$ cat src/rtl/input_debouncer.sv
// Consecutive-sample debouncer: clean level, rise/fall pulses and a sticky event flag.
// Define DEBOUNCER_SYNC_FRONTEND_EN to add a 2-flop synchronizer on signal_i (+2 cycles latency).
module input_debouncer #(
    parameter int unsigned DEBOUNCE_CYCLES = 1000,
    parameter logic        RESET_LEVEL     = 1'b0,
    parameter int unsigned CNT_WIDTH       = $clog2(DEBOUNCE_CYCLES)
) (
    input  logic clk_i,
    input  logic rst_n_i,
    input  logic signal_i,
    input  logic clear_i,
    output logic level_o,
    output logic rise_o,
    output logic fall_o,
    output logic event_o
);

    typedef enum logic {
        STABLE = 1'b0,
        CHECK  = 1'b1
    } state_t;

    localparam logic [CNT_WIDTH-1:0] CNT_LAST = CNT_WIDTH'(DEBOUNCE_CYCLES - 1);

    generate
        if (DEBOUNCE_CYCLES < 2) begin : g_bad_cfg
            $error("input_debouncer: DEBOUNCE_CYCLES must be >= 2");
        end
    endgenerate

    state_t               state;
    logic [CNT_WIDTH-1:0] cnt;
    logic                 sample;
    logic                 differs;

`ifdef DEBOUNCER_SYNC_FRONTEND_EN
    // Both stages reset to the idle level so release from reset never looks like a change.
    logic [1:0] sync_q;

    always_ff @(posedge clk_i or negedge rst_n_i) begin
        if (!rst_n_i) begin
            sync_q <= {2{RESET_LEVEL}};
        end else begin
            sync_q <= {sync_q[0], signal_i};
        end
    end

    assign sample = sync_q[1];
`else
    assign sample = signal_i;
`endif

    assign differs = (sample != level_o);

    always_ff @(posedge clk_i or negedge rst_n_i) begin
        if (!rst_n_i) begin
            state   <= STABLE;
            cnt     <= '0;
            level_o <= RESET_LEVEL;
            rise_o  <= 1'b0;
            fall_o  <= 1'b0;
            event_o <= 1'b0;
        end else begin
            rise_o <= 1'b0;
            fall_o <= 1'b0;
            if (clear_i) begin
                event_o <= 1'b0;
            end
            case (state)
                STABLE: begin
                    cnt <= '0;
                    if (differs) begin
                        state <= CHECK;
                    end
                end
                CHECK: begin
                    if (!differs) begin
                        state <= STABLE;
                        cnt   <= '0;
                    end else if (cnt == CNT_LAST) begin
                        // Accept; the event set is written after the clear so it wins.
                        level_o <= sample;
                        rise_o  <= sample;
                        fall_o  <= ~sample;
                        event_o <= 1'b1;
                        state   <= STABLE;
                        cnt     <= '0;
                    end else begin
                        cnt <= cnt + 1'b1;
                    end
                end
                default: begin
                    state <= STABLE;
                    cnt   <= '0;
                end
            endcase
        end
    end

endmodule
$ cat config.mk
export PLATFORM = sky130hd
export DESIGN_NAME = input_debouncer
export DESIGN_NICKNAME = d
export VERILOG_FILES = /design/src/rtl/input_debouncer.sv
export SDC_FILE = /design/constraint.sdc
export NUM_CORES = 1
export LEC_CHECK = 0
export CORE_AREA = 2 2 40 46
export CTS_CLUSTER_DIAMETER = 120
export DETAILED_ROUTE_END_ITERATION = 8
export DIE_AREA = 0 0 42 48
export SETUP_SLACK_MARGIN = 0.02
export SYNTH_ARGS = -nofsm -noshare
export SYNTH_HDL_FRONTEND = slang
export SYNTH_SLANG_ARGS = --single-unit
export TNS_END_PERCENT = 10
$ cat constraint.sdc
create_clock -name clk_i -period 2.4 [get_ports clk_i]
set_input_delay 0.48 -clock clk_i [delete_from_list [all_inputs] [get_ports clk_i]]
set_output_delay 0.48 -clock clk_i [all_outputs]
set_load 0.01 [all_outputs]
Word-level counts from Yosys, hierarchy flattened

Index checks and enable logic that the tools add are counted.
Widths: inputs -> output; s select.

Input bits: 4
Output and inout port bits: 4
Register bits after elaboration: 15

$add $sub $neg: 1
Equal/unequal tests: 2
Mux-type cells: 17
Bitwise logic cells: 2
Reduce and logical (&&, ||, !) cells: 1

Operator list:

| cell                  | count |
|---|---|
| $mux 10               | 2 |
| $pmux 10 s2           | 1 |
| $mux 1                | 13 |
| $add 10x1->10 const B | 1 |
| $eq 10x10->1 const B  | 1 |
| $reduce_and 3->1      | 1 |
| $not 1->1             | 2 |
| $pmux 1 s2            | 1 |
| $ne 1x1->1            | 1 |

Logic depth before layout (Yosys ltp)

Gate-level depths: netlist of run 1.

Depth after elaboration: 4
Depth in mapped cells: 4
Gate-level depth less buffers: 4

Least setup slack after synthesis of run 1

OpenSTA, ideal clock, no wires.

Path type: flip-flop to flip-flop
From: register cnt[0]
To: register level_o
Setup time: 125 ps
Data arrival time: 1564 ps
Cell stages (with the launch flop): 5
Path buffers: 0
Data required time: 2275 ps
Clock period less this slack: 1689 ps
Path slack: 711 ps
Path through: dfrtp_1 > ha_1 > nand4_2 > or4_4 > mux2_4

Longest elaborated chain between the ends: 2

RTL lines:

| element                    | line | RTL |
|---|---|---|
| from (decl)                | 32   | `logic [CNT_WIDTH-1:0] cnt;` |
| from (signal assigned)     | 89   | `cnt <= cnt + 1'b1;` |
| $eq 10x10->1               | 80   | `end else if (cnt == CNT_LAST) begin` |
| $reduce_and 3->1 (no line) | n/a  |  |
| to (signal assigned)       | 82   | `level_o <= sample;` |
| to (decl)                  | 12   | `output logic level_o,` |

Every way passes these cells.
A chain may end at the register's enable or synchronous reset.

Worst setup path after layout of run 1

Same ends and word-level chain as after synthesis.

==> impl_metrics.csv, run 1 <==
group,metric,value,unit
synth,syn_area_per_cell,11.2,um2
clocking,cts_resized,0,
global_route,grt_max_degree,16,
clocking,clock_path_buffers,2,
sta,slew_viol_final,0,
pwr,switchingPower,0.104,mW
synth,synth_xor_area_frac,0.0519,
place,place_area,766,um2
clocking,path_clk_slew,90,ps
synth,ys_ff_latch,15,
sta,finalHoldViolCount,0,
critical_path,critical_path.top_delay_family,"simple AND/OR/NAND/NOR gates",
critical_path,r2r_setup_slack,580,ps
global_route,grt_overflow,0,
final_layout,stdcell_count,88,
global_route,track_usage,0.137,
critical_path,crit_buf_inv,0,
min_path,worstHoldPathCells,1,
pwr,pwr-share-seq,0.606,
critical_path,cp_slowest_cell,"or4_4",
final_layout,diodes,0,
pwr,p_clk_frac,0.325,
sta,clock_skew,1.13,ps
global_route,grt_pass1_vias,439,
critical_path,critPathKind,"register to register",
critical_path,path_cells,"ha_1 -> nand4_2 -> or4_4 -> mux2_4",
critical_path,timing.rr.start,"cnt[0]$_DFF_PN0_",
clocking,cts_root_buffer,"clkbuf_4",
synth,ys_warn_count,0,
route,drtIter0Drc,0,
sta,setup_viol,0,
global_route,antenna_found_initial,0,
critical_path,cp-start-kind,"register",
pwr,leakage,0.331,nW
min_path,hold_path_end,"event_o$_DFF_PN0_",
outcome,status,"completed",
floorplanning,initial_core_util,0.444,
pwr,intPower,0.334,mW
route,dr.pass1.iters,1,
global_route,grt_first_pass_wirelength,1930,um
final_layout,layout-drive-gt1-share,0.155,
synth,synth_fp_nets,65,
final_layout,fillers,137,
sta,rsz0062_at_grt,"false",
final_layout,design_area,793,um2
run,cap_viol_max_count,0,
place,numPortBuffers,7,
pwr,power,0.437,mW
critical_path,r2r_end,"level_o$_DFFE_PN0P_",
min_path,hold_class,"register to register",
place,place_inst,84,
synth,synth_compound_area_frac,0.117,
synth,postSynthCellCount,60,
route,vias,465,
final_layout,area_growth_syn_to_layout,17.6,%
floorplanning,die_width,42,um
critical_path,cpPeakStageDelay,550,ps
sta,period_needed,1820,ps
pwr,vdd_drop_max,0.000406,V
min_path,min-delay-start,"event_o$_DFF_PN0_",
route,avgRoutedWirePerCell,12.9,um
final_layout,final_nets,77,
sta,fmax,549,MHz
clocking,cts.sinks,15,
clocking,holdBufCountCts,0,
synth,syn_area,674,um2
route,drcViolationCount,0,
floorplanning,coreArea,1520,um2
route,wl,1140,um
critical_path,reg2reg_depth,4,
critical_path,crit_required,2580,ps
route,postRouteAntennaNets,0,
synth,yosysSeqAreaShare,0.557,
synth,synthMuxAreaShare,0.0223,
clocking,cts_tree,"built",
pwr,p_sw_frac,0.237,
final_layout,final_core_util,0.522,
sta,tightest_slew,728,ps
critical_path,cp_max_fo,5,
place,dp_hpwl,837,um
synth,synth_top_family_by_area,"simple AND/OR/NAND/NOR gates",
sta,relSlewSlack,0.514,
synth,synthSimpleGateAreaFrac,0.217,
sta,period_share,0.759,
clocking,cts_inserted_buffers,3,
pwr,pwr_density_cell,551,nW/um2
floorplanning,dieArea,2020,um2
clocking,postCtsSetupBuffers,0,
synth,synth_fa_ha_area_frac,0.0186,
place,finalWeightedCongestion,0.712,
floorplanning,io_pins,8,
clocking,clk-insertion-delay-late,280,ps
sta,fin_setup_tns,0,ps
critical_path,cp.depth,4,
route,vias_per_cell,5.28,
clocking,h-tree-depth,1,
critical_path,crit_arrival,2000,ps
critical_path,endpoint_kind,"register",
floorplanning,fp.dieH,48,um
synth,yosys.cell_types.count,24,
floorplanning,row_count,15,
pwr,combPwrFrac,0.069,
flip-flops by register name, summed over array words and instances (netlist names):
signal and flops:
state 1, event_o 1, rise_o 1, level_o 1, cnt 10, fall_o 1
worst max path at each step:
stage / startpoint / end / slack (ps)
finish: cnt[0]$_DFF_PN0_ / level_o$_DFFE_PN0P_ / 580
floorplan: cnt[0]$_DFF_PN0_ / level_o$_DFFE_PN0P_ / 710
global route: cnt[0]$_DFF_PN0_ / cnt[4]$_DFF_PN0_ / 420
global placement: signal_i / cnt[8]$_DFF_PN0_ / 530
CTS: cnt[0]$_DFF_PN0_ / cnt[4]$_DFF_PN0_ / 560
detailed placement: signal_i / cnt[4]$_DFF_PN0_ / 540
power groups by stage:
stage | Combinational, mW | Clock [mW] | Sequential (mW)
floorplan | 0.0154 | 0 | 0.269
global placement | 0.0308 | 0 | 0.270
detailed placement | 0.0307 | 0 | 0.270
CTS | 0.0310 | 0.150 | 0.265
global route | 0.0346 | 0.162 | 0.266
finish | 0.0300 | 0.142 | 0.265
final cells by class:
class	count	area, um2	share of cell area
Clock buffer	3	22.5	0.0284
Clock inverter	1	5.00	0.00631
Inverter	3	11.3	0.0142
Multi-Input combinational cell	42	288	0.363
Sequential cell	15	375	0.473
Tap cell	17	21.3	0.0268
Timing Repair Buffer	7	70.1	0.0883
through the flow:
stage	hold WS, ps	setup slack, ps
floorplan	184	711
global placement	499	533
detailed placement	490	541
CTS	510	557
global route	536	417
finish	502	579
cell families (layout without fill, tap and decap cells):
| logic type | Yosys count | in the layout |
|---|---|---|
| XOR/XNOR | 4 | 4 |
| adder cells (fa/ha/maj) | 1 | 1 |
| AND/OR/NAND/NOR | 24 | 24 |
| flip-flops | 15 | 15 |
| buffers and inverters | 3 | 14 |
| multiplexers | 1 | 1 |
| AO/OA/AOI/OAI | 12 | 12 |
layer usage:
metal	global-route usage	share of wire	vias up
li1	-	-	237
met5	0	0	-
met4	0.0968	0.022	0
met3	0.0340	0.033	4
met1	0.161	0.48	215
met2	0.228	0.47	9
cells in the mapped netlist:
cell type  count  area, um2
o21ai_0        4       20.0
or4_1          1       7.51
nand3_1        3       15.0
nor2_1         5       18.8
nor3_1         1       5.00
dfrtp_1       15        375
xor2_1         3       26.3
nand4b_1       1       8.76
nand2_1        3       11.3
inv_1          3       11.3
a32o_1         1       10.0
or3_1          2       12.5
o311ai_2       1       16.3
ha_1           1       12.5
xnor2_1        1       8.76
nor3b_1        2       15.0
or4_4          1       11.3
a21oi_1        5       25.0
and2_2         1       7.51
mux2_4         1       15.0
o31ai_1        1       7.51
or3_2          2       15.0
nand4_2        1       12.5
nand4_1        1       6.26
cells in the final DEF (no fill, tap or decap), drive strengths merged:
master         count
xor2               3
nor3               1
nand4              2
a32o               1
xnor2              1
a21oi              5
nor2               5
mux2               1
clkdlybuf4s50      7
nor3b              2
o21ai              4
inv                3
clkinv             1
nand2              3
clkbuf             3
ha                 1
or3                4
o311ai             1
nand3              3
and2               1
o31ai              1
or4                2
nand4b             1
dfrtp             15
No activity file was read; power rests on OpenSTA's default activity.
==> inputs of run 2 (changes only) <==
==> constraint.sdc (replaced) <==
create_clock -name clk_i -period 1.8 [get_ports clk_i]
set_input_delay 0.36 -clock clk_i [delete_from_list [all_inputs] [get_ports clk_i]]
set_output_delay 0.36 -clock clk_i [all_outputs]
set_load 0.01 [all_outputs]
==> run 2 against run 1 <==
- fmax increased by 12%
- non-clock buffer count rose by 6
- sequential cell count stayed put
- global-route usage grew 0.87 points
- worst hold slack lost 120 ps
- critical endpoint unchanged
==> impl_metrics.csv, run 2 (synthesis results as in run 1) <==
group,metric,value,unit
outcome,status,"completed",
floorplanning,coreArea,1520,um2
route,drtIter0Drc,7,
floorplanning,initial_core_util,0.444,
critical_path,endpoint_kind,"register",
critical_path,cp_slowest_cell,"or4_4",
sta,setup_viol,0,
place,place_ws,150,ps
critical_path,crit_arrival,1810,ps
pwr,vdd_drop_max,0.000314,V
route,wl,1210,um
critical_path,crit_buf_inv,0,
sta,worst_slack,167,ps
pwr,leakage,0.357,nW
route,postRouteAntennaNets,0,
final_layout,stdcell_count,94,
critical_path,crit_required,1970,ps
floorplanning,fp.dieH,48,um
clocking,holdBufCountCts,0,
place,finalWeightedCongestion,0.700,
route,avgRoutedWirePerCell,12.9,um
final_layout,fillers,134,
final_layout,top_register,"cnt",
sta,clock_skew,2.31,ps
global_route,grt_overflow,0,
clocking,postCtsSetupBuffers,0,
critical_path,path_cells,"ha_1 -> nand4_2 -> or4_4 -> mux2_4",
final_layout,layout-drive-gt1-share,0.208,
floorplanning,row_count,15,
global_route,grt_first_pass_wirelength,2160,um
clocking,clock_path_buffers,2,
sta,period_share,0.907,
global_route,grt_pass1_vias,519,
run,cap_viol_max_count,0,
route,vias_per_cell,5.53,
sta,slew_viol_final,0,
floorplanning,dieArea,2020,um2
place,dp_hpwl,875,um
route,wl_met1,542,um
sta,finalHoldViolCount,0,
clocking,cts_resized,0,
clocking,cts.sinks,15,
route,vias,520,
clocking,path_clk_slew,90,ps
critical_path,cpPeakStageDelay,520,ps
global_route,antenna_found_initial,0,
sta,fmax,613,MHz
critical_path,critical_path.top_delay_family,"simple AND/OR/NAND/NOR gates",
critical_path,cp-start-kind,"register",
clocking,h-tree-depth,1,
final_layout,largest_reg_flops,10,
critical_path,critPathKind,"register to register",
route,dr.pass1.iters,4,
sta,tightest_slew,287,ps
critical_path,cp_max_fo,4,
place,numPortBuffers,7,
final_layout,final_common_cell,"dfrtp_1",
final_layout,diodes,0,
sta,rsz0062_at_grt,"false",
final_layout,layout_common_cells,"15 x dfrtp_1, 7 x clkdlybuf4s50_1, 6 x buf_4, 5 x a21oi_1, 5 x nor2_1",
sta,fin_setup_tns,0,ps
sta,period_needed,1630,ps
route,wl_met2,614,um
final_layout,area_growth_syn_to_layout,24.1,%
place,place_inst,90,
global_route,grt_max_degree,16,
clocking,cts_inserted_buffers,3,
floorplanning,io_pins,8,
global_route,track_usage,0.146,
clocking,cts_tree,"built",
route,top_layer_used,"met4",
pwr,pwr_density_cell,715,nW/um2
final_layout,final_nets,83,
clocking,cts_root_buffer,"clkbuf_4",
min_path,hold_class,"input port to async pin",
clocking,clk-insertion-delay-late,280,ps
sta,relSlewSlack,0.808,
floorplanning,die_width,42,um
route,wl_met3,41,um
route,drcViolationCount,0,
run 2: cell types whose count changed in the layout (fill, tap and decap cells not counted), sizes merged:
cell	before	now
clkbuf	3	4
clkinv	1	0
buf	0	6
run 2: final cells by class:
cell class	instances	area, um2	share of cell area
Clock buffer	4	26.3	0.0314
Multi-Input combinational cell	42	288	0.344
Timing Repair Buffer	13	115	0.138
Sequential cell	15	375	0.448
Inverter	3	11.3	0.0135
Tap cell	17	21.3	0.0254
run 2: final timing paths:
path	startpoint	slack, ps	cells past startpoint	to
setup reg to reg	cnt[1]$_DFF_PN0_	170	4	level_o$_DFFE_PN0P_
hold / removal	rst_n_i	380	2	fall_o$_DFF_PN0_
min in group clk_i	event_o$_DFF_PN0_	520	1	event_o$_DFF_PN0_
setup / recovery	cnt[1]$_DFF_PN0_	170	4	level_o$_DFFE_PN0P_
max in group asynchronous	rst_n_i	1250	2	cnt[5]$_DFF_PN0_
hold reg to reg	event_o$_DFF_PN0_	520	1	event_o$_DFF_PN0_
run 2: through the flow:
| stage | utilization | area [um2] | hold slack [ps] | power [mW] |
|---|---|---|---|---|
| floorplan | - | 674 | 64.4 | 0.379 |
| global placement | 0.533 | 811 | 509 | 0.413 |
| detailed placement | 0.533 | 811 | 506 | 0.414 |
| CTS | 0.551 | 837 | 390 | 0.604 |
| global route | 0.551 | 837 | 396 | 0.627 |
| finish | 0.551 | 837 | 384 | 0.599 |
run 2: worst reg2reg max path, stage by stage (launching register included):
cell and delay (ps):
dfrtp_1 400, ha_1 210, nand4_2 90, or4_4 520
mux2_4 310
run 2: power by group:
part	total (mW)	switching (mW)	internal [mW]
clock network	0.192	0.106	0.0860
logic	0.0554	0.0270	0.0283
registers	0.352	0.00726	0.344
total	0.599	0.140	0.459
run 2: layer usage:
layer  global-route usage  up-vias
met5                    0        -
met3               0.0264        2
met4               0.0968        0
met2                0.259        7
li1                     -      253
met1                0.167      258
